`src/rtl/inst_encoder_pkg.sv`:
```
`default_nettype none
// +--------------------------------------------------------------------+
// | Module : inst_encoder_pkg                                          |
// | Brief  : MIPS kind enumeration, opcode/func codes, field widths    |
// | Rev    : 1.0  initial release                                      |
// +--------------------------------------------------------------------+
package inst_encoder_pkg;

    localparam int c_OP_W   = 6;
    localparam int c_REG_W  = 5;
    localparam int c_FUNC_W = 6;
    localparam int c_IMM_W  = 16;
    localparam int c_TGT_W  = 26;
    localparam int c_KIND_W = 5;

    typedef enum logic [c_KIND_W-1:0] {
        K_ADD  = 5'd0,  K_ADDU = 5'd1,  K_SUB  = 5'd2,  K_SUBU = 5'd3,
        K_SLT  = 5'd4,  K_SLL  = 5'd5,  K_SRL  = 5'd6,  K_SRA  = 5'd7,
        K_JR   = 5'd8,  K_LW   = 5'd9,  K_SW   = 5'd10, K_ORI  = 5'd11,
        K_LUI  = 5'd12, K_ADDI = 5'd13, K_SLTI = 5'd14, K_BEQ  = 5'd15,
        K_BNE  = 5'd16, K_J    = 5'd17, K_JAL  = 5'd18
    } kind_e;

    localparam logic [c_OP_W-1:0] c_OP_RTYPE = 6'b000000;
    localparam logic [c_OP_W-1:0] c_OP_LW    = 6'b100011;
    localparam logic [c_OP_W-1:0] c_OP_SW    = 6'b101011;
    localparam logic [c_OP_W-1:0] c_OP_ORI   = 6'b001101;
    localparam logic [c_OP_W-1:0] c_OP_LUI   = 6'b001111;
    localparam logic [c_OP_W-1:0] c_OP_ADDI  = 6'b001000;
    localparam logic [c_OP_W-1:0] c_OP_SLTI  = 6'b001010;
    localparam logic [c_OP_W-1:0] c_OP_BEQ   = 6'b000100;
    localparam logic [c_OP_W-1:0] c_OP_BNE   = 6'b000101;
    localparam logic [c_OP_W-1:0] c_OP_J     = 6'b000010;
    localparam logic [c_OP_W-1:0] c_OP_JAL   = 6'b000011;

    localparam logic [c_FUNC_W-1:0] c_FN_ADD  = 6'b100000;
    localparam logic [c_FUNC_W-1:0] c_FN_ADDU = 6'b100001;
    localparam logic [c_FUNC_W-1:0] c_FN_SUB  = 6'b100010;
    localparam logic [c_FUNC_W-1:0] c_FN_SUBU = 6'b100011;
    localparam logic [c_FUNC_W-1:0] c_FN_SLT  = 6'b101010;
    localparam logic [c_FUNC_W-1:0] c_FN_SLL  = 6'b000000;
    localparam logic [c_FUNC_W-1:0] c_FN_SRL  = 6'b000010;
    localparam logic [c_FUNC_W-1:0] c_FN_SRA  = 6'b000011;
    localparam logic [c_FUNC_W-1:0] c_FN_JR   = 6'b001000;

    function automatic logic [31:0] f_r_word(
        input logic [c_REG_W-1:0]  rs,
        input logic [c_REG_W-1:0]  rt,
        input logic [c_REG_W-1:0]  rd,
        input logic [c_REG_W-1:0]  shamt,
        input logic [c_FUNC_W-1:0] func
    );
        return {c_OP_RTYPE, rs, rt, rd, shamt, func};
    endfunction

endpackage
`default_nettype wire

```
`src/rtl/inst_encoder_pack.sv`:
```
`default_nettype none
// +--------------------------------------------------------------------+
// | Module : inst_pack                                                 |
// | Brief  : combinational map of (kind, fields) to MIPS word + legal  |
// | Rev    : 1.0  initial release                                      |
// +--------------------------------------------------------------------+
module inst_pack
    import inst_encoder_pkg::*;
(
    input  logic [c_KIND_W-1:0] kind,
    input  logic [c_REG_W-1:0]  rs,
    input  logic [c_REG_W-1:0]  rt,
    input  logic [c_REG_W-1:0]  rd,
    input  logic [c_REG_W-1:0]  shamt,
    input  logic [c_IMM_W-1:0]  imm,
    input  logic [c_TGT_W-1:0]  target,
    output logic [31:0]         word,
    output logic                legal
);

    localparam logic [c_REG_W-1:0] c_ZR = '0;

    always_comb begin
        word  = '0;
        legal = 1'b1;
        case (kind)
            K_ADD:  word = f_r_word(rs, rt, rd, c_ZR, c_FN_ADD);
            K_ADDU: word = f_r_word(rs, rt, rd, c_ZR, c_FN_ADDU);
            K_SUB:  word = f_r_word(rs, rt, rd, c_ZR, c_FN_SUB);
            K_SUBU: word = f_r_word(rs, rt, rd, c_ZR, c_FN_SUBU);
            K_SLT:  word = f_r_word(rs, rt, rd, c_ZR, c_FN_SLT);
            K_SLL:  word = f_r_word(c_ZR, rt, rd, shamt, c_FN_SLL);
            K_SRL:  word = f_r_word(c_ZR, rt, rd, shamt, c_FN_SRL);
            K_SRA:  word = f_r_word(c_ZR, rt, rd, shamt, c_FN_SRA);
            K_JR:   word = f_r_word(rs, c_ZR, c_ZR, c_ZR, c_FN_JR);
            K_LW:   word = {c_OP_LW,   rs,   rt, imm};
            K_SW:   word = {c_OP_SW,   rs,   rt, imm};
            K_ORI:  word = {c_OP_ORI,  rs,   rt, imm};
            K_LUI:  word = {c_OP_LUI,  c_ZR, rt, imm};
            K_ADDI: word = {c_OP_ADDI, rs,   rt, imm};
            K_SLTI: word = {c_OP_SLTI, rs,   rt, imm};
            K_BEQ:  word = {c_OP_BEQ,  rs,   rt, imm};
            K_BNE:  word = {c_OP_BNE,  rs,   rt, imm};
            K_J:    word = {c_OP_J,   target};
            K_JAL:  word = {c_OP_JAL, target};
            default: legal = 1'b0;
        endcase
    end

endmodule
`default_nettype wire

```
`src/rtl/inst_encoder.sv`:
```
`default_nettype none
// +--------------------------------------------------------------------+
// | Module : inst_encoder                                              |
// | Brief  : streams instruction beats into encoded IMEM writes        |
// | Rev    : 1.0  initial release                                      |
// +--------------------------------------------------------------------+
module inst_encoder
    import inst_encoder_pkg::*;
#(
    parameter int ADDR_W = 10
) (
    input  logic                clk,
    input  logic                rst,
    input  logic                start,
    input  logic                in_valid,
    output logic                in_ready,
    input  logic [c_KIND_W-1:0] in_kind,
    input  logic [c_REG_W-1:0]  in_rs,
    input  logic [c_REG_W-1:0]  in_rt,
    input  logic [c_REG_W-1:0]  in_rd,
    input  logic [c_REG_W-1:0]  in_shamt,
    input  logic [c_IMM_W-1:0]  in_imm,
    input  logic [c_TGT_W-1:0]  in_target,
    input  logic                in_last,
    output logic                im_we,
    output logic [ADDR_W-1:0]   im_addr,
    output logic [31:0]         im_wdata,
    output logic [ADDR_W:0]     count,
    output logic                done,
    output logic                full,
    output logic                err
);

    localparam logic [1:0] c_ST_IDLE = 2'd0;
    localparam logic [1:0] c_ST_RUN  = 2'd1;
    localparam logic [1:0] c_ST_DONE = 2'd2;

    logic [1:0]        r_state;
    logic [1:0]        w_state_next;
    logic              w_accept;
    logic              w_legal;
    logic              w_last_addr;
    logic [31:0]       w_word;
    logic              r_we;
    logic [ADDR_W-1:0] r_addr;
    logic [31:0]       r_wdata;
    logic [ADDR_W:0]   r_count;
    logic              r_full;
    logic              r_err;

    inst_pack u_pack (
        .kind   (in_kind),
        .rs     (in_rs),
        .rt     (in_rt),
        .rd     (in_rd),
        .shamt  (in_shamt),
        .imm    (in_imm),
        .target (in_target),
        .word   (w_word),
        .legal  (w_legal)
    );

    assign in_ready    = (r_state == c_ST_RUN);
    assign w_accept    = in_valid && in_ready;
    // count never exceeds 2^ADDR_W-1 while in RUN, so the low bits suffice
    assign w_last_addr = (r_count[ADDR_W-1:0] == {ADDR_W{1'b1}});

    always_ff @(posedge clk or posedge rst) begin
        if (rst) r_state <= c_ST_IDLE;
        else     r_state <= w_state_next;
    end

    always_comb begin
        w_state_next = r_state;
        case (r_state)
            c_ST_IDLE: if (start) w_state_next = c_ST_RUN;
            c_ST_RUN:  if (w_accept && (in_last || (w_legal && w_last_addr)))
                           w_state_next = c_ST_DONE;
            c_ST_DONE: if (start) w_state_next = c_ST_RUN;
            default:   w_state_next = c_ST_IDLE;
        endcase
    end

    always_ff @(posedge clk or posedge rst) begin
        if (rst) begin
            r_we    <= 1'b0;
            r_addr  <= '0;
            r_wdata <= '0;
            r_count <= '0;
            r_full  <= 1'b0;
            r_err   <= 1'b0;
        end else begin
            r_we <= 1'b0;
            if (start && (r_state != c_ST_RUN)) begin
                r_count <= '0;
                r_full  <= 1'b0;
                r_err   <= 1'b0;
            end else if (w_accept) begin
                if (w_legal) begin
                    r_we    <= 1'b1;
                    r_addr  <= r_count[ADDR_W-1:0];
                    r_wdata <= w_word;
                    r_count <= r_count + 1'b1;
                    if (w_last_addr) r_full <= 1'b1;
                end else begin
                    r_err <= 1'b1;
                end
            end
        end
    end

    assign im_we    = r_we;
    assign im_addr  = r_addr;
    assign im_wdata = r_wdata;
    assign count    = r_count;
    assign full     = r_full;
    assign err      = r_err;
    assign done     = (r_state == c_ST_DONE);

endmodule
`default_nettype wire

```
`config.mk`:
```
export PLATFORM = sky130hd
export DESIGN_NAME = inst_encoder
export DESIGN_NICKNAME = d
export VERILOG_FILES = /design/src/rtl/inst_encoder_pkg.sv /design/src/rtl/inst_encoder_pack.sv /design/src/rtl/inst_encoder.sv
export SDC_FILE = /design/constraint.sdc
export NUM_CORES = 1
export LEC_CHECK = 0
export BUFFER_PORTS_ARGS = -buffer_cell sky130_fd_sc_hd__clkbuf_2
export CORE_ASPECT_RATIO = 0.7
export CORE_MARGIN = 10
export CORE_UTILIZATION = 35
export DETAILED_ROUTE_END_ITERATION = 8
export GPL_ROUTABILITY_DRIVEN = 0
export PLACE_DENSITY_LB_ADDON = 0.2
export SYNTH_ARGS = -nofsm -noshare
export SYNTH_HDL_FRONTEND = slang
export SYNTH_HIERARCHICAL = 1
export SYNTH_SLANG_ARGS = --single-unit
```
`constraint.sdc`:
```
create_clock -name clk -period 1.4 [get_ports clk]
set_input_delay 0.07 -clock clk [delete_from_list [all_inputs] [get_ports clk]]
set_output_delay 0.07 -clock clk [all_outputs]
set_load 0.01 [all_outputs]
```
==> metrics.json <==
{
  "outcome": "completed",
  "num_io_pins": 130,
  "die_w_um": 133,
  "worstHoldPathCells": 4,
  "place.port_buffers": 129,
  "dpl_cell_area_um2": 4240,
  "holdPathEnd": "im_wdata[18]",
  "syn-num-nets": 436,
  "cts_root_buf": "sky130_fd_sc_hd__clkbuf_16",
  "report.final.setup_viol": 0,
  "cellLeakagePower_nw": 2.55,
  "placed_cells_incl_taps": 628,
  "syn_inst": 363,
  "yosysWarnings": 6,
  "htree_levels": 3,
  "final.fill_count": 827,
  "die_y_um": 99.3,
  "critPathLaunchType": "flip-flop",
  "layout.cells.most_common": "sky130_fd_sc_hd__clkbuf_2",
  "average_instance_area_after_synthesis_um2": 8.67,
  "synthesis.area_um2": 3150,
  "cts-buffers-inserted": 9,
  "floorplan.initialDensity_pct": 36.5,
  "antenna-diode-count": 0,
  "hp-class": "input port to flip-flop",
  "ys_seq_elements": 58,
  "async_reset_ff_share_pct": 100,
  "clk_transition_reported_paths_ps": 50,
  "power_density_nw_per_um2": 1560,
  "synth_ff_type": "sky130_fd_sc_hd__dfrtp_1",
  "ir_drop_mv": 0.708,
  "storage_cell_area_um2": 1450,
  "fp-row-count": 28,
  "cell_by_cell_listing_of_the_critical_path": "nand4b_4 > or4_4 > a21oi_2",
  "post_synth_top_area_cell": "sky130_fd_sc_hd__dfrtp_1",
  "setup_ws_ps": 37.6,
  "antenna_found_initial": 0,
  "share_of_the_yosys_chip_area_belonging_to_registers_pct": 46.1,
  "mostFrequentLayoutCells": "sky130_fd_sc_hd__clkbuf_2 (129), sky130_fd_sc_hd__nand2_1 (128), sky130_fd_sc_hd__dfrtp_1 (56)",
  "clock_tree.buffer_depth": 2,
  "required_ps": 1650,
  "drt_drc_violations_left": 0,
  "crit_path_max_incr_delay_ps": 510,
  "rr_startpoint": "r_state[1]",
  "preCtsSetupSlack_ps": -228,
  "max_cap_viols": 0,
  "total_power_w": 0.00730,
  "worst_hold_startpoint": "in_rt[2]",
  "worst_clock_skew_ps": 5.24,
  "worst-setup-path-type": "flip-flop to flip-flop",
  "final.period_utilization_pct": 97.3,
  "rsz_0062_raised_after_global_routing": "true",
  "yosysUniqueCellTypes": 51,
  "totalWireLength_mm": 10.6,
  "dp_hpwl_mm": 7.90,
  "drt_pass1_iterations": 4,
  "end_kind": "flip-flop",
  "slew_violations": 0,
  "reg2regPathDepth": 3,
  "wl_per_cell_um": 16.4,
  "finalHoldViolCount": 0,
  "post-synth-top-area-fraction_pct": 46.1,
  "netlist_top_cells_area": "sky130_fd_sc_hd__dfrtp_1 (46%), sky130_fd_sc_hd__nand2_1 (15%), sky130_fd_sc_hd__a221o_1 (4.1%)",
  "track_usage_pct": 15.4,
  "floorplan.die_area_um2": 13200,
  "final_layout_size_suffix_gt1_share_pct": 38.6,
  "cts_tree": "yes",
  "pin_count_of_the_biggest_net_entering_global_routing": 59,
  "timing.critical_path.arrival_ps": 1610,
  "core_um2": 8620,
  "route.vias.total": 3236,
  "globalRouteOverflowTotal": 0,
  "grt_first_pass_wirelength_mm": 16.8,
  "cts_sinks": 58,
  "reg2reg_to": "count[6]",
  "grt_pass1_vias": 3262,
  "clock_insertion_delay_worst_skew_ps": 320,
  "design_area_um2": 4670,
  "detail_route.vias_per_cell": 4.99,
  "rrSetupSlack_ps": 40,
  "synth-edff-count": 0,
  "finish.utilization_pct": 54.1,
  "worst_path_cell_with_the_longest_stage_delay": "sky130_fd_sc_hd__or4_4",
  "drt.antenna.violating_nets": 0,
  "layout_min_cycle_time_ps": 1360,
  "multi_input_area_um2": 1570,
  "drt_iter0_drc": 160,
  "layout.cells.non_filler": 648,
  "finalNetCount": 596,
  "achievable-frequency_mhz": 734,
  "areaGrowthSynthToFinish_pct": 48.3,
  "crit_path_max_fanout": 6
}
## where the power goes
part	leakage [nW]	internal, W	total (W)	switching [W]
sequential	0.775	0.00219	0.00252	0.000331
combinational	1.62	0.00107	0.00240	0.00133
clock	0.156	0.00160	0.00238	0.000783
total	2.55	0.00486	0.00730	0.00244
## cells by family after synthesis
| kind of cell | Yosys count | synth area share, % |
|---|---|---|
| AND/OR/NAND/NOR | 194 | 29.4 |
| AO/OA/AOI/OAI | 66 | 16.1 |
| flip-flops | 58 | 46.1 |
| buffers and inverters | 36 | 5.61 |
| multiplexers | 6 | 1.91 |
| adder cells (fa/ha/maj) | 1 | 0.398 |
| other | 1 | 0.119 |
| XOR/XNOR | 1 | 0.278 |
## metal layers
layer	vias up	global-route usage (%)	routed length [µm]
met5	-	0	0
met3	9	5.58	772
met1	1547	19.3	4740
li1	1584	-	-
met2	96	25.0	5030
met4	0	3.67	70
## critical path: cells and delay by family (launching register included)
family	cells	cell delay (ps)
and+or+nand+nor	2	720
DFF	1	440
AOI/OAI and AO/OA	1	130
## worst max-delay path by stage
stage / from / endpoint / slack [ps] / depth (start not counted)
2_1_floorplan: in_kind[0] / count[6] / -70 / 6
3_3_place_gp: in_kind[0] / im_wdata[16] / -160 / 9
3_5_place_dp: in_kind[0] / count[6] / -230 / 6
4_1_cts: r_state[1] / im_wdata[6] / 20 / 6
5_1_grt: r_state[1] / count[6] / -20 / 3
6_report: r_state[1] / count[6] / 40 / 3
## flip-flops by register name, summed over array words and instances (netlist names)
signal,flops
im_wdata,32
im_addr,10
count,11
full,1
r_state,2
err,1
im_we,1
## cell type report
class | instances | area share [%]
timing repair buffer | 172 | 23.8
clock buffer | 11 | 5.20
sequential | 58 | 31.2
inverter | 13 | 1.34
tap | 120 | 3.22
clock inverter | 5 | 1.66
multi-input combinational | 269 | 33.6
## timing repair
item                                    CTS  global route
hold buffers                              2             0
endpoints found under the hold margin    59             0
resized for setup                         2            11
endpoints found under the setup margin    4            38
gates cloned                              0             1
pin swaps                                 0             0
buffers inserted                          0             1
## per-stage QoR
step	hold WS [ps]	setup TNS (ps)
3_3_place_gp	168	-6500
3_5_place_dp	175	-8950
2_1_floorplan	163	-195
6_report	53.6	0
4_1_cts	49.4	0
5_1_grt	77.1	-48.2
## synth_stat cells (5+ instances only)
| cell type | count |
|---|---|
| sky130_fd_sc_hd__nand2_1 | 128 |
| sky130_fd_sc_hd__dfrtp_1 | 58 |
| sky130_fd_sc_hd__nand3_1 | 15 |
| sky130_fd_sc_hd__a221o_1 | 13 |
| sky130_fd_sc_hd__o21ai_0 | 13 |
| sky130_fd_sc_hd__clkbuf_1 | 11 |
| sky130_fd_sc_hd__inv_1 | 10 |
| sky130_fd_sc_hd__a21oi_1 | 9 |
| sky130_fd_sc_hd__a22o_1 | 8 |
| sky130_fd_sc_hd__and2_1 | 8 |
| sky130_fd_sc_hd__and3_1 | 6 |
| sky130_fd_sc_hd__buf_2 | 6 |
| sky130_fd_sc_hd__mux2i_1 | 6 |
| sky130_fd_sc_hd__nor2_1 | 6 |
| sky130_fd_sc_hd__nor2b_1 | 5 |
| sky130_fd_sc_hd__o311ai_0 | 5 |
No activity file was read; power rests on OpenSTA's default activity.
